**src/rtl/calc_resp_pkg.sv**
```systemverilog
// calc_resp_pkg: shared definitions for the calculator response collector.
//   - CALC_DATA_WIDTH : response data width of the calculator DUT
//   - NUM_PORTS       : number of calculator response ports
//   - CALC_RESP_*     : 2-bit response codes
//   - calc_resp_entry_t : one queued response {port, tag, resp, data}
//   - rr_next()       : round-robin successor of a port index
package calc_resp_pkg;

  localparam int CALC_DATA_WIDTH = 32;
  localparam int NUM_PORTS       = 4;

  localparam logic [1:0] CALC_RESP_IDLE = 2'b00;
  localparam logic [1:0] CALC_RESP_OK   = 2'b01;
  localparam logic [1:0] CALC_RESP_OVF  = 2'b10;
  localparam logic [1:0] CALC_RESP_INV  = 2'b11;

  typedef struct packed {
    logic [1:0]                 port;
    logic [1:0]                 tag;
    logic [1:0]                 resp;
    logic [CALC_DATA_WIDTH-1:0] data;
  } calc_resp_entry_t;

  // Port indices are 2 bits wide, so the increment wraps 3 -> 0 naturally.
  function automatic logic [1:0] rr_next(input logic [1:0] w);
    return w + 2'd1;
  endfunction

endpackage

```
**src/rtl/calc_resp_fifo.sv**
```systemverilog
// calc_resp_fifo: synchronous first-word-fall-through FIFO of calc_resp_entry_t.
//   clk   : clock, rising edge
//   rst   : synchronous active-high reset (pointers and count only)
//   push  : write din this cycle; caller guarantees space (or a same-cycle pop)
//   din   : entry to write
//   pop   : retire head this cycle; caller guarantees count != 0
//   dout  : head entry (valid whenever count != 0)
//   count : occupancy, 0..DEPTH
// DEPTH must be a power of two >= 2 so pointers wrap by plain overflow.
module calc_resp_fifo
  import calc_resp_pkg::*;
#(
  parameter int DEPTH = 8
) (
  input  logic                     clk,
  input  logic                     rst,
  input  logic                     push,
  input  calc_resp_entry_t         din,
  input  logic                     pop,
  output calc_resp_entry_t         dout,
  output logic [$clog2(DEPTH):0]   count
);

  localparam int AW = $clog2(DEPTH);

  calc_resp_entry_t r_mem [DEPTH];
  logic [AW-1:0]    r_wr;
  logic [AW-1:0]    r_rd;
  logic [AW:0]      r_count;

  // Storage is not reset; the pointers define what is live.
  always_ff @(posedge clk) begin
    if (push) r_mem[r_wr] <= din;
  end

  always_ff @(posedge clk) begin
    if (rst) begin
      r_wr    <= '0;
      r_rd    <= '0;
      r_count <= '0;
    end else begin
      if (push) r_wr <= r_wr + 1'b1;
      if (pop)  r_rd <= r_rd + 1'b1;
      case ({push, pop})
        2'b10:   r_count <= r_count + 1'b1;
        2'b01:   r_count <= r_count - 1'b1;
        default: r_count <= r_count;
      endcase
    end
  end

  assign dout  = r_mem[r_rd];
  assign count = r_count;

endmodule

```
**src/rtl/calc_resp_collector.sv**
```systemverilog
// calc_resp_collector: gathers responses from the four calculator ports into
// one valid/ready stream tagged with the originating port.
//   PClk, Rst            : clock, synchronous active-high reset
//   out_respN/dataN/tagN : calculator port N response (resp 00 = idle)
//   col_valid/col_ready  : output handshake (FWFT head)
//   col_port/tag/resp/data : head entry, port 0..3 = calculator port 1..4
//   col_count            : FIFO occupancy
//   overrun/clr_overrun  : sticky per-port drop flags and their clear
// Optional: define CALC_RESP_STATS_EN to add saturating per-port ok_cnt and
// err_cnt counters of accepted captures (cleared by Rst and clr_overrun).
module calc_resp_collector
  import calc_resp_pkg::*;
#(
  parameter int FIFO_DEPTH = 8,
  parameter int DATA_W     = CALC_DATA_WIDTH
) (
  input  logic                          PClk,
  input  logic                          Rst,
  input  logic [1:0]                    out_resp1,
  input  logic [1:0]                    out_resp2,
  input  logic [1:0]                    out_resp3,
  input  logic [1:0]                    out_resp4,
  input  logic [DATA_W-1:0]             out_data1,
  input  logic [DATA_W-1:0]             out_data2,
  input  logic [DATA_W-1:0]             out_data3,
  input  logic [DATA_W-1:0]             out_data4,
  input  logic [1:0]                    out_tag1,
  input  logic [1:0]                    out_tag2,
  input  logic [1:0]                    out_tag3,
  input  logic [1:0]                    out_tag4,
  output logic                          col_valid,
  input  logic                          col_ready,
  output logic [1:0]                    col_port,
  output logic [1:0]                    col_tag,
  output logic [1:0]                    col_resp,
  output logic [DATA_W-1:0]             col_data,
  output logic [$clog2(FIFO_DEPTH):0]   col_count,
  output logic [NUM_PORTS-1:0]          overrun,
  input  logic                          clr_overrun
`ifdef CALC_RESP_STATS_EN
  ,
  output logic [NUM_PORTS-1:0][15:0]    ok_cnt,
  output logic [NUM_PORTS-1:0][15:0]    err_cnt
`endif
);

  localparam int AW = $clog2(FIFO_DEPTH);

  logic [NUM_PORTS-1:0][1:0]        w_in_resp;
  logic [NUM_PORTS-1:0][1:0]        w_in_tag;
  logic [NUM_PORTS-1:0][DATA_W-1:0] w_in_data;

  assign w_in_resp = {out_resp4, out_resp3, out_resp2, out_resp1};
  assign w_in_tag  = {out_tag4,  out_tag3,  out_tag2,  out_tag1};
  assign w_in_data = {out_data4, out_data3, out_data2, out_data1};

  // Holding registers, one per port.
  logic [NUM_PORTS-1:0]             r_hv;
  logic [NUM_PORTS-1:0][1:0]        r_h_tag;
  logic [NUM_PORTS-1:0][1:0]        r_h_resp;
  logic [NUM_PORTS-1:0][DATA_W-1:0] r_h_data;
  logic [1:0]                       r_rr;
  logic [NUM_PORTS-1:0]             r_ovr;

  logic [NUM_PORTS-1:0] w_cap;
  logic [NUM_PORTS-1:0] w_drop;
  logic [NUM_PORTS-1:0] w_gnt;
  logic [1:0]           w_win;
  logic [1:0]           w_idx;
  logic                 w_any;
  logic                 w_push;
  logic                 w_pop;
  logic                 w_push_ok;

  calc_resp_entry_t     w_din;
  calc_resp_entry_t     w_dout;
  logic [AW:0]          w_count;

  assign col_valid = (w_count != '0);
  assign w_pop     = col_valid & col_ready;
  // A full FIFO still accepts a push when the head leaves in the same cycle.
  assign w_push_ok = (w_count < (AW+1)'(FIFO_DEPTH)) | w_pop;

  // Round-robin: first valid holding register at or after r_rr.
  always_comb begin
    w_any = 1'b0;
    w_win = '0;
    w_idx = '0;
    for (int k = 0; k < NUM_PORTS; k++) begin
      w_idx = r_rr + 2'(k);
      if (!w_any && r_hv[w_idx]) begin
        w_any = 1'b1;
        w_win = w_idx;
      end
    end
    w_push = w_any & w_push_ok;
    w_gnt  = w_push ? (NUM_PORTS'(1) << w_win) : '0;
  end

  always_comb begin
    w_din      = '0;
    w_din.port = w_win;
    w_din.tag  = r_h_tag[w_win];
    w_din.resp = r_h_resp[w_win];
    w_din.data = r_h_data[w_win];
  end

  // A holding register accepts a new response if empty or draining this cycle;
  // otherwise the new response is dropped and flagged.
  always_comb begin
    for (int p = 0; p < NUM_PORTS; p++) begin
      w_cap[p]  = (w_in_resp[p] != CALC_RESP_IDLE) && (!r_hv[p] || w_gnt[p]);
      w_drop[p] = (w_in_resp[p] != CALC_RESP_IDLE) && r_hv[p] && !w_gnt[p];
    end
  end

  always_ff @(posedge PClk) begin
    if (Rst) begin
      r_hv     <= '0;
      r_h_tag  <= '0;
      r_h_resp <= '0;
      r_h_data <= '0;
    end else begin
      for (int p = 0; p < NUM_PORTS; p++) begin
        if (w_cap[p]) begin
          r_hv[p]     <= 1'b1;
          r_h_tag[p]  <= w_in_tag[p];
          r_h_resp[p] <= w_in_resp[p];
          r_h_data[p] <= w_in_data[p];
        end else if (w_gnt[p]) begin
          r_hv[p] <= 1'b0;
        end
      end
    end
  end

  always_ff @(posedge PClk) begin
    if (Rst) begin
      r_rr  <= '0;
      r_ovr <= '0;
    end else begin
      if (w_push) r_rr <= rr_next(w_win);
      // A new drop wins over a same-cycle clear, bit by bit.
      r_ovr <= (r_ovr & ~{NUM_PORTS{clr_overrun}}) | w_drop;
    end
  end

  calc_resp_fifo #(.DEPTH(FIFO_DEPTH)) u_fifo (
    .clk   (PClk),
    .rst   (Rst),
    .push  (w_push),
    .din   (w_din),
    .pop   (w_pop),
    .dout  (w_dout),
    .count (w_count)
  );

  // Head fields are forced to zero while empty so nothing stale shows.
  assign col_port  = col_valid ? w_dout.port : '0;
  assign col_tag   = col_valid ? w_dout.tag  : '0;
  assign col_resp  = col_valid ? w_dout.resp : '0;
  assign col_data  = col_valid ? DATA_W'(w_dout.data) : '0;
  assign col_count = w_count;
  assign overrun   = r_ovr;

`ifdef CALC_RESP_STATS_EN
  logic [NUM_PORTS-1:0][15:0] r_ok_cnt;
  logic [NUM_PORTS-1:0][15:0] r_err_cnt;

  always_ff @(posedge PClk) begin
    if (Rst || clr_overrun) begin
      r_ok_cnt  <= '0;
      r_err_cnt <= '0;
    end else begin
      for (int p = 0; p < NUM_PORTS; p++) begin
        if (w_cap[p]) begin
          if (w_in_resp[p] == CALC_RESP_OK) begin
            if (r_ok_cnt[p] != 16'hFFFF) r_ok_cnt[p] <= r_ok_cnt[p] + 16'd1;
          end else if (r_err_cnt[p] != 16'hFFFF) begin
            r_err_cnt[p] <= r_err_cnt[p] + 16'd1;
          end
        end
      end
    end
  end

  assign ok_cnt  = r_ok_cnt;
  assign err_cnt = r_err_cnt;
`endif

endmodule
```
**config.mk**
```make
export PLATFORM = sky130hd
export DESIGN_NAME = calc_resp_collector
export DESIGN_NICKNAME = d
export VERILOG_FILES = /design/src/rtl/calc_resp_pkg.sv /design/src/rtl/calc_resp_fifo.sv /design/src/rtl/calc_resp_collector.sv
export SDC_FILE = /design/constraint.sdc
export NUM_CORES = 1
export LEC_CHECK = 0
export BUFFER_PORTS_ARGS = -buffer_cell sky130_fd_sc_hd__buf_4
export CORE_MARGIN = 5
export CORE_UTILIZATION = 40
export DETAILED_ROUTE_END_ITERATION = 8
export RECOVER_POWER = 100
export SLEW_MARGIN = 10
export SYNTH_ARGS = -nofsm -noshare
export SYNTH_HDL_FRONTEND = slang
export SYNTH_SLANG_ARGS = --single-unit
```
**constraint.sdc**
```tcl
create_clock -name PClk -period 5.8 [get_ports PClk]
set_input_delay 1.16 -clock PClk [delete_from_list [all_inputs] [get_ports PClk]]
set_output_delay 1.16 -clock PClk [all_outputs]
set_load 0.01 [all_outputs]
```
## After elaboration in Yosys (flattened, before gate mapping)

Memory sizes are Yosys's and may differ from the RTL's. A register that Yosys moved wholly into a read port is not among the register bits.
Cells that the tools add are included.

- Add/sub/neg operators: 8
- $mul: 0
- Divide/modulo/power cells: 0
- $lt $le $gt $ge: 6
- Equal/unequal tests: 2
- Shift operators: 1
- Muxes and demuxes: 40
- Bitwise gates (word level): 6
- Reductions and logical operators: 40

Operator list:

| kind | number |
|---|---|
| 32-bit binary-select mux with 2-bit select | 1 |
| 32-bit two-way mux | 2 |
| 1-bit two-way mux | 18 |
| 2-bit two-way mux | 9 |
| 2-bit nonzero test | 9 |
| 1-bit logical AND | 15 |
| 2-bit by 3-bit less-than comparator with 1-bit output, second input constant | 5 |
| 1-bit zero test | 11 |
| 1-bit binary-select mux with 2-bit select | 4 |
| 2-bit binary-select mux with 2-bit select | 2 |
| 4-bit one-hot mux with 2 select lines | 1 |
| 3-bit by 1-bit adder with 3-bit output, second input constant | 2 |
| 3-bit two-way mux | 2 |
| 2-bit by 1-bit adder with 2-bit output, second input constant | 2 |
| 2-bit adder, second input constant | 2 |
| 4-bit by 1-bit adder with 4-bit output, second input constant | 1 |
| 4-bit AND | 1 |
| 1-bit logical OR | 4 |
| 4-bit less-than comparator, second input constant | 1 |
| 4-bit two-way mux | 1 |
| 4-bit NOT | 1 |
| 4-bit OR | 1 |
| 4-bit nonzero test | 1 |
| 1-bit by 2-bit left shift with 4-bit output, first input constant | 1 |
| other kinds (5) | 6 |

- Bits in registers: 164
- Latch bits: 0
- RAM bits: 304
- ROM bits: 0
- Bits of input ports: 148
- Output and inout port bits: 47
- Word-level logic and storage cells: 125
- Memories kept: 1

Memories:

| memory | words | bits a word | read ports | clocked after memory_dff | write ports | RTL line | RTL |
|---|---|---|---|---|---|---|---|
| u_fifo.r_mem | 8 | 38 | 1 | 1 | 1 | calc_resp_fifo.sv:26 | `calc_resp_entry_t r_mem [DEPTH];` |

## Longest topological paths before layout

Gate-level depths: netlist of run 1.

- Depth after elaboration: 17
- Mapped depth: 14
- Mapped depth without buffers: 10

## Cells and area by module

From an unflattened synthesis of run 1, not the netlist that was laid out.

- Cells, all modules: 1378
- Area, all modules: 19563.8 um^2

By module, submodules not included:

| module | times used | cells each | area an instance (um^2) | sequential area each (um^2) |
|---|---|---|---|---|
| calc_resp_fifo | 1 | 507 | 12004.0 | 9389.0 |
| calc_resp_collector | 1 | 871 | 7559.8 | 3083.0 |

## Worst setup path before layout of run 1

Ideal clock, no wire load.

- Path type: input port to flip-flop
- Start point: input col_ready
- End point: memory u_fifo.r_mem[0][0] in the netlist's numbering (enable)
- Library setup time: 528 ps
- Arrival: 5355 ps
- Required time: 5272 ps
- Setup slack: -84 ps
- Stages on the path: 4
- Buffers on the path: 0
- Cells stage by stage: and2b_4 nor2_2 inv_2 nor4_1

- Word-level cells in the longest chain between the ends: 5

RTL lines:

| what | RTL line | RTL |
|---|---|---|
| start, declared | calc_resp_collector.sv:32 | `input logic col_ready,` |
| 1-bit AND | calc_resp_collector.sv:80 | `assign w_pop = col_valid & col_ready;` |
| 1-bit OR | calc_resp_collector.sv:82 | `assign w_push_ok = (w_count < (AW+1)'(FIFO_DEPTH)) \| w_pop;` |
| 1-bit AND | calc_resp_collector.sv:96 | `w_push = w_any & w_push_ok;` |
| 1-bit two-way mux | calc_resp_fifo.sv:33 | `if (push) r_mem[r_wr] <= din;` |
| 1-bit two-way mux (not written as such) | calc_resp_fifo.sv:33 |  |
| end, declared | calc_resp_fifo.sv:26 |  |

No other way between the ends.

## Worst setup path after layout of run 1

- Start point: input col_ready
- End point: memory u_fifo.r_mem[5][12] in the netlist's numbering (enable)

Same word-level chain as after synthesis.

==> results of run 1 <==
-- cell families after synthesis --
group	count (synthesis)	synth area share (%)
xor+xnor	8	0.372
compound gates	178	5.16
mux	225	17.0
buf+inv	94	2.87
flops	471	66.1
fa+ha+maj	9	0.597
simple gates	380	7.89
-- metal layers --
layer	up-vias	track usage, %	part of all wire [%]
met5	-	0	0
met4	0	3.30	1.5
met3	50	3.84	5.9
met2	287	28.3	46
met1	5712	26.2	46
li1	5340	-	-
-- power by group through the flow --
stage | combinational (µW) | clock, µW | sequential (µW)
after floorplan | 1670 | 0 | 4270
after global placement | 2420 | 0 | 4420
after detailed placement | 2450 | 0 | 4430
after CTS | 2450 | 3260 | 4360
after global routing | 2480 | 3390 | 4430
final | 2250 | 3180 | 4370
-- stage by stage --
| step | cells | hold slack [ps] |
|---|---|---|
| 5_1_grt | 2197 | 472 |
| 3_3_place_gp | 2109 | 443 |
| 6_report | 2201 | 451 |
| 2_1_floorplan | 1365 | 436 |
| 4_1_cts | 2197 | 453 |
| 3_5_place_dp | 2109 | 446 |
-- cell usage in the layout (no fill, tap or decap), drive strengths merged, types with 10 or more instances in the layout --
| cell | instances |
|---|---|
| inv | 10 |
| clkinv | 15 |
| clkbuf | 122 |
| buf | 165 |
| edfxtp | 304 |
| dfxtp | 167 |
| nor2 | 64 |
| nand2 | 297 |
| mux2i | 149 |
| a21oi | 161 |
| mux4 | 76 |
| o21ai | 11 |
-- state kept, by name (all words and copies together) (netlist names), 3 cells and up, named ones only --
| name | flops |
|---|---|
| u_fifo.r_rd | 3 |
| overrun | 4 |
| u_fifo.r_mem | 304 |
| r_h_data | 128 |
| r_h_tag | 8 |
| u_fifo.r_wr | 3 |
| r_hv | 4 |
| r_h_resp | 8 |
| u_fifo.count | 4 |
-- final cells by class --
| type | count | share of cell area, % |
|---|---|---|
| Antenna cell | 4 | 0.0449 |
| Clock buffer | 66 | 6.11 |
| Clock inverter | 22 | 1.25 |
| Inverter | 10 | 0.169 |
| Multi-Input combinational cell | 800 | 26.5 |
| Sequential cell | 471 | 56.0 |
| Tap cell | 607 | 3.41 |
| Timing Repair Buffer | 221 | 6.53 |
-- critical path, stage by stage --
cell and delay (ps):
clkbuf_4 100, and2b_1 310, nor2_1 380, nand2_1 180, nor2_1 2220, clkbuf_1 590
-- worst paths after layout --
kind	start	end	slack, ps	depth (start not counted)
max reg2reg	r_rr[1]	r_h_data[74]	1300	12
min reg2reg	r_h_data[104]	r_h_data[104]	450	2
max	col_ready	u_fifo.r_mem[5][12]	1050	6
min	r_h_data[104]	r_h_data[104]	450	2
==> results.ini, run 1 <==
[run_status]
status = complete, but fails checks
violations = capacitance limit, slew limit

[clock_tree]
clockRootBuffer = clkbuf_16
cts_tree = done
insertion_delay_ps = 580
cts_hold_buf = 0
cts_buffers = 49
cts_setup_buffers = 0
cts.repair.resized = 0
clockBufferDepth = 3
cts_max_level = 2
cts.sinks = 471
path_clk_slew_ps = 60

[sta]
worstMarginPinSlew_ps = 3530
finalCriticalPeriod_ps = 4750
relSlewSlack_pct = -135
rsz0062_at_grt = false
tns_ps = 0
setup_viol = 0
period_share_pct = 81.9
skew_ps = 11.0
timing.fmax_ghz = 0.211
slew_viol_final = 407
hold_viol_final = 0
setup_ws_ps = 1050

[grt]
antenna_found_initial = 1
grt_pass1_wl_um = 70700
first_global_vias = 11800
grt_max_degree = 79
gr-total-overflow = 0
grt_util_all_layers_pct = 18.0

[synthesis]
yosysTopAreaCellShare_pct = 48.4
synth-async-reset-ratio_pct = 0
synth_area_per_cell_um2 = 13.8
ys_types = 35
yosysTopAreaCell = edfxtp_1
yosysMostFrequentCell = edfxtp_1
synth_area_um2 = 18900
synth-edff-count = 304
synth_commonest_cells = edfxtp_1, nand2_1, dfxtp_1, a21oi_1, mux2i_1
ys_top_cells_by_area = edfxtp_1, dfxtp_1, mux4_2, mux2i_1, nand2_1
syn-num-nets = 1522
synth_seq_area_share_pct = 66.1
synth_flop_cell = edfxtp_1
ys_ff_latch = 471
ys_warn_count = 0
synthCells = 1365

[placed_design]
gp_congestion = 0.775
io_buffers = 194
dp_slack_ps = 2080
dpl-instance-area_um2 = 20900
dp_hpwl_um = 29200

[pwr]
ir_drop_uv = 206
switching_share_pct = 28.8
p_comb_share_pct = 23.0
power_leakage_uw = 0.00791
clockPowerShare_pct = 32.4
power.total_uw = 9790
seqPwrFrac_pct = 44.6
p_sw_uw = 2820
internal_power_uw = 6970
power-per-cell-area_nw_per_um2 = 440

[die]
fp.dieW_um = 227
start_util_pct = 40.5
die_height_um = 227
die_area_um2 = 51600
boundaryPins = 195
coreArea_um2 = 46600
core.rowCount = 79

[detailed_routing]
drtPass1Iterations = 5
avgRoutedWirePerCell_um = 21.2
via_count = 11400
viasPerCell = 5.17
wl_um = 46800
first_iter_violations = 710
route.detailed.drc = 0
drtAntennaViolNets = 0

[layout]
register_area_um2 = 12500
n_fill_cell = 4218
fin_area_um2 = 22300
final_core_util_pct = 47.8
syn_to_final_growth_pct = 18.1
drive_gt1_share_pct = 20.7
nets = 1710
multi_input_area_um2 = 5900

[setup_path]
crit_path_end_kind = register
critPathKind = input pin to register
critPathArrivalTime_ps = 4960
start_kind = input pin
worstPathMaxFanout = 28
worstPathRequired_ps = 6010

[run]
drv_cap = 11

[min_path]
hold_path_class = register to register

Note: power is estimated with default switching activity, not from simulation.
==> inputs of run 2 (changes only) <==
- clock period: 5.8 -> 4.15 ns (I/O delays scaled with it)
==> run 2 against run 1 <==
Compared with the run above:
- the run ends with capacitance limit left
- sequential share of layout area is 0.36 points lower
- die area unchanged
- worst setup slack got worse by 630 ps
- largest cell class unchanged
- clock skew shrank 2.0 ps
- combinational power grew 44%
- first-iteration DRC count grew 17%
==> results.ini, run 2 (synthesis results as in run 1) <==
[placed_design]
dp_hpwl_um = 28900  ; -0.94%
gp_congestion = 0.767  ; -1.0%
dp_slack_ps = 1130  ; -952 ps
io_buffers = 194  ; unchanged

[layout]
syn_to_final_growth_pct = 18.8
top_register = u_fifo.r_mem
largest_register_ffs = 304  ; unchanged
top_regs = u_fifo.r_mem: 304 flops, r_h_data: 128 flops
final_core_util_pct = 48.1  ; +0.30 points
nets = 1724  ; +0.82%
n_fill_cell = 4185  ; -0.78%
drive_gt1_share_pct = 21.1  ; +0.37 points
final_common_cell = edfxtp_1
final_cell_mix = edfxtp_1, nand2_1, buf_4, dfxtp_1, a21oi_1

[die]
fp.dieW_um = 227  ; unchanged
die_area_um2 = 51600  ; unchanged
coreArea_um2 = 46600  ; unchanged
start_util_pct = 40.5  ; unchanged
die_height_um = 227  ; unchanged
boundaryPins = 195  ; unchanged
core.rowCount = 79  ; unchanged

[clock_tree]
cts_tree = done
cts_buffers = 50  ; +2.0%
cts_hold_buf = 0  ; unchanged
path_clk_slew_ps = 60  ; about the same
clockBufferDepth = 3  ; unchanged
insertion_delay_ps = 580  ; about the same
cts_setup_buffers = 0  ; unchanged
clockRootBuffer = clkbuf_16
cts.sinks = 471  ; unchanged
cts_max_level = 2  ; unchanged
cts.repair.resized = 0  ; unchanged

[sta]
hold_viol_final = 0  ; unchanged
finalCriticalPeriod_ps = 3730
period_share_pct = 89.9
skew_ps = 9.01  ; -2.00 ps
timing.fmax_ghz = 0.268
relSlewSlack_pct = 0.0175  ; +140 points
worstMarginPinSlew_ps = 1490  ; -2030 ps
setup_ws_ps = 419  ; -634 ps
slew_viol_final = 0  ; -100%
rsz0062_at_grt = false
setup_viol = 0  ; unchanged

[detailed_routing]
drtPass1Iterations = 5  ; unchanged
avgRoutedWirePerCell_um = 20.8  ; -2.0%
first_iter_violations = 832  ; +17%
viasPerCell = 5.18  ; +0.13%
route.detailed.drc = 0  ; unchanged
via_count = 11500  ; +0.68%
wl_um = 46100  ; -1.5%
drtAntennaViolNets = 0  ; unchanged

[setup_path]
rr_endpoint = r_h_data[83]
max_stage_delay_ps = 1030  ; -1190 ps
critPathKind = register to primary output
crit_chain = buf_4 > mux4_2 > mux2i_1 > nor2_1 > buf_4
r2r_slack_ps = 470  ; -830 ps
crit_cells = 5  ; -1
worstPathRequired_ps = 3320  ; -2690 ps
crit_top_cell = buf_4
r2r_start = r_hv[2]
cpMaxStageDelayCell = dfxtp_1
start_kind = register
ff2ff_path_depth = 10  ; -2
critPathArrivalTime_ps = 2900  ; -2060 ps
crit_path_end_kind = primary output
cp_top_family = flip-flops
setup.worst_path.end = col_data[30]
worstPathMaxFanout = 21  ; -25%
cp_num_buf_inv = 2  ; unchanged

[pwr]
ir_drop_uv = 282  ; +37%
power-per-cell-area_nw_per_um2 = 615  ; +40%
power_leakage_uw = 0.00800  ; +1.1%

[grt]
gr-total-overflow = 0  ; unchanged
grt_max_degree = 104  ; +32%
grt_util_all_layers_pct = 17.7  ; -0.23 points
first_global_vias = 11800  ; +0.14%
grt_pass1_wl_um = 69900  ; -1.2%
antenna_found_initial = 0  ; -1

[min_path]
hold_path_class = register to register

[run_status]
violations = capacitance limit
status = complete, but fails checks

[run]
drv_cap = 1  ; -10

==> run 2: cell types whose count changed in the layout (fill, tap and decap cells not counted), moves of 3 or more <==
cell and delta:
diode_2 -3, buf_12 +6, o21ai_4 -3, inv_2 -3, clkbuf_2 +6, clkbuf_8 -7
==> run 2: tightest hold or removal path, delay by kind of cell (launching register included) <==
family             cells  cell delay (ps)
DFF                    1              310
and+or+nand+nor        1               50
AOI/OAI and AO/OA      1               50
==> run 2: through the flow <==
stage | total power [µW] | hold slack, ps | instances | instance area (µm²) | setup TNS (ps)
6_report | 13800 | 452 | 2213 | 22400 | 0
5_1_grt | 14500 | 467 | 2212 | 22400 | 0
2_1_floorplan | 8300 | 436 | 1365 | 18900 | -44390
3_5_place_dp | 9690 | 446 | 2122 | 21100 | 0
3_3_place_gp | 9630 | 443 | 2122 | 21100 | 0
4_1_cts | 14200 | 454 | 2212 | 22700 | 0
==> run 2: final cells by class <==
type	instances	area [µm²]	share of cell area, %
Clock inverter	27	348	1.55
Inverter	10	37.5	0.167
Timing Repair Buffer	234	1610	7.19
Clock buffer	63	1320	5.90
Sequential cell	471	12500	55.7
Antenna cell	1	2.50	0.0112
Multi-Input combinational cell	800	5860	26.1
Tap cell	607	759	3.39
==> run 2: layer usage <==
metal / part of all wire [%] / wire length (µm) / global-route usage, % / vias up
met3: 5.7 / 2640 / 3.12 / 51
met4: 1.5 / 684 / 4.15 / 0
met1: 47 / 21800 / 26.4 / 5740
li1: - / - / - / 5370
met2: 45 / 20900 / 27.5 / 305
met5: 0 / 0 / 0 / -
==> run 2: power breakdown <==
part           internal, µW  total, µW  switching, µW
Sequential             5730       6020            293
Clock                  2750       4530           1780
Combinational          1360       3240           1880
Total                  9840      13800           3950
==> run 2: worst min path at each step <==
stage | from | end | slack, ps | cells after the start
finish | r_h_resp[3] | r_h_resp[3] | 450 | 2
global route | r_h_data[1] | r_h_data[1] | 470 | 2
CTS | r_h_data[60] | r_h_data[60] | 450 | 2
detailed placement | r_h_data[70] | r_h_data[70] | 450 | 2
global placement | r_h_data[46] | r_h_data[46] | 440 | 2
floorplan | r_h_data[0] | r_h_data[0] | 440 | 2
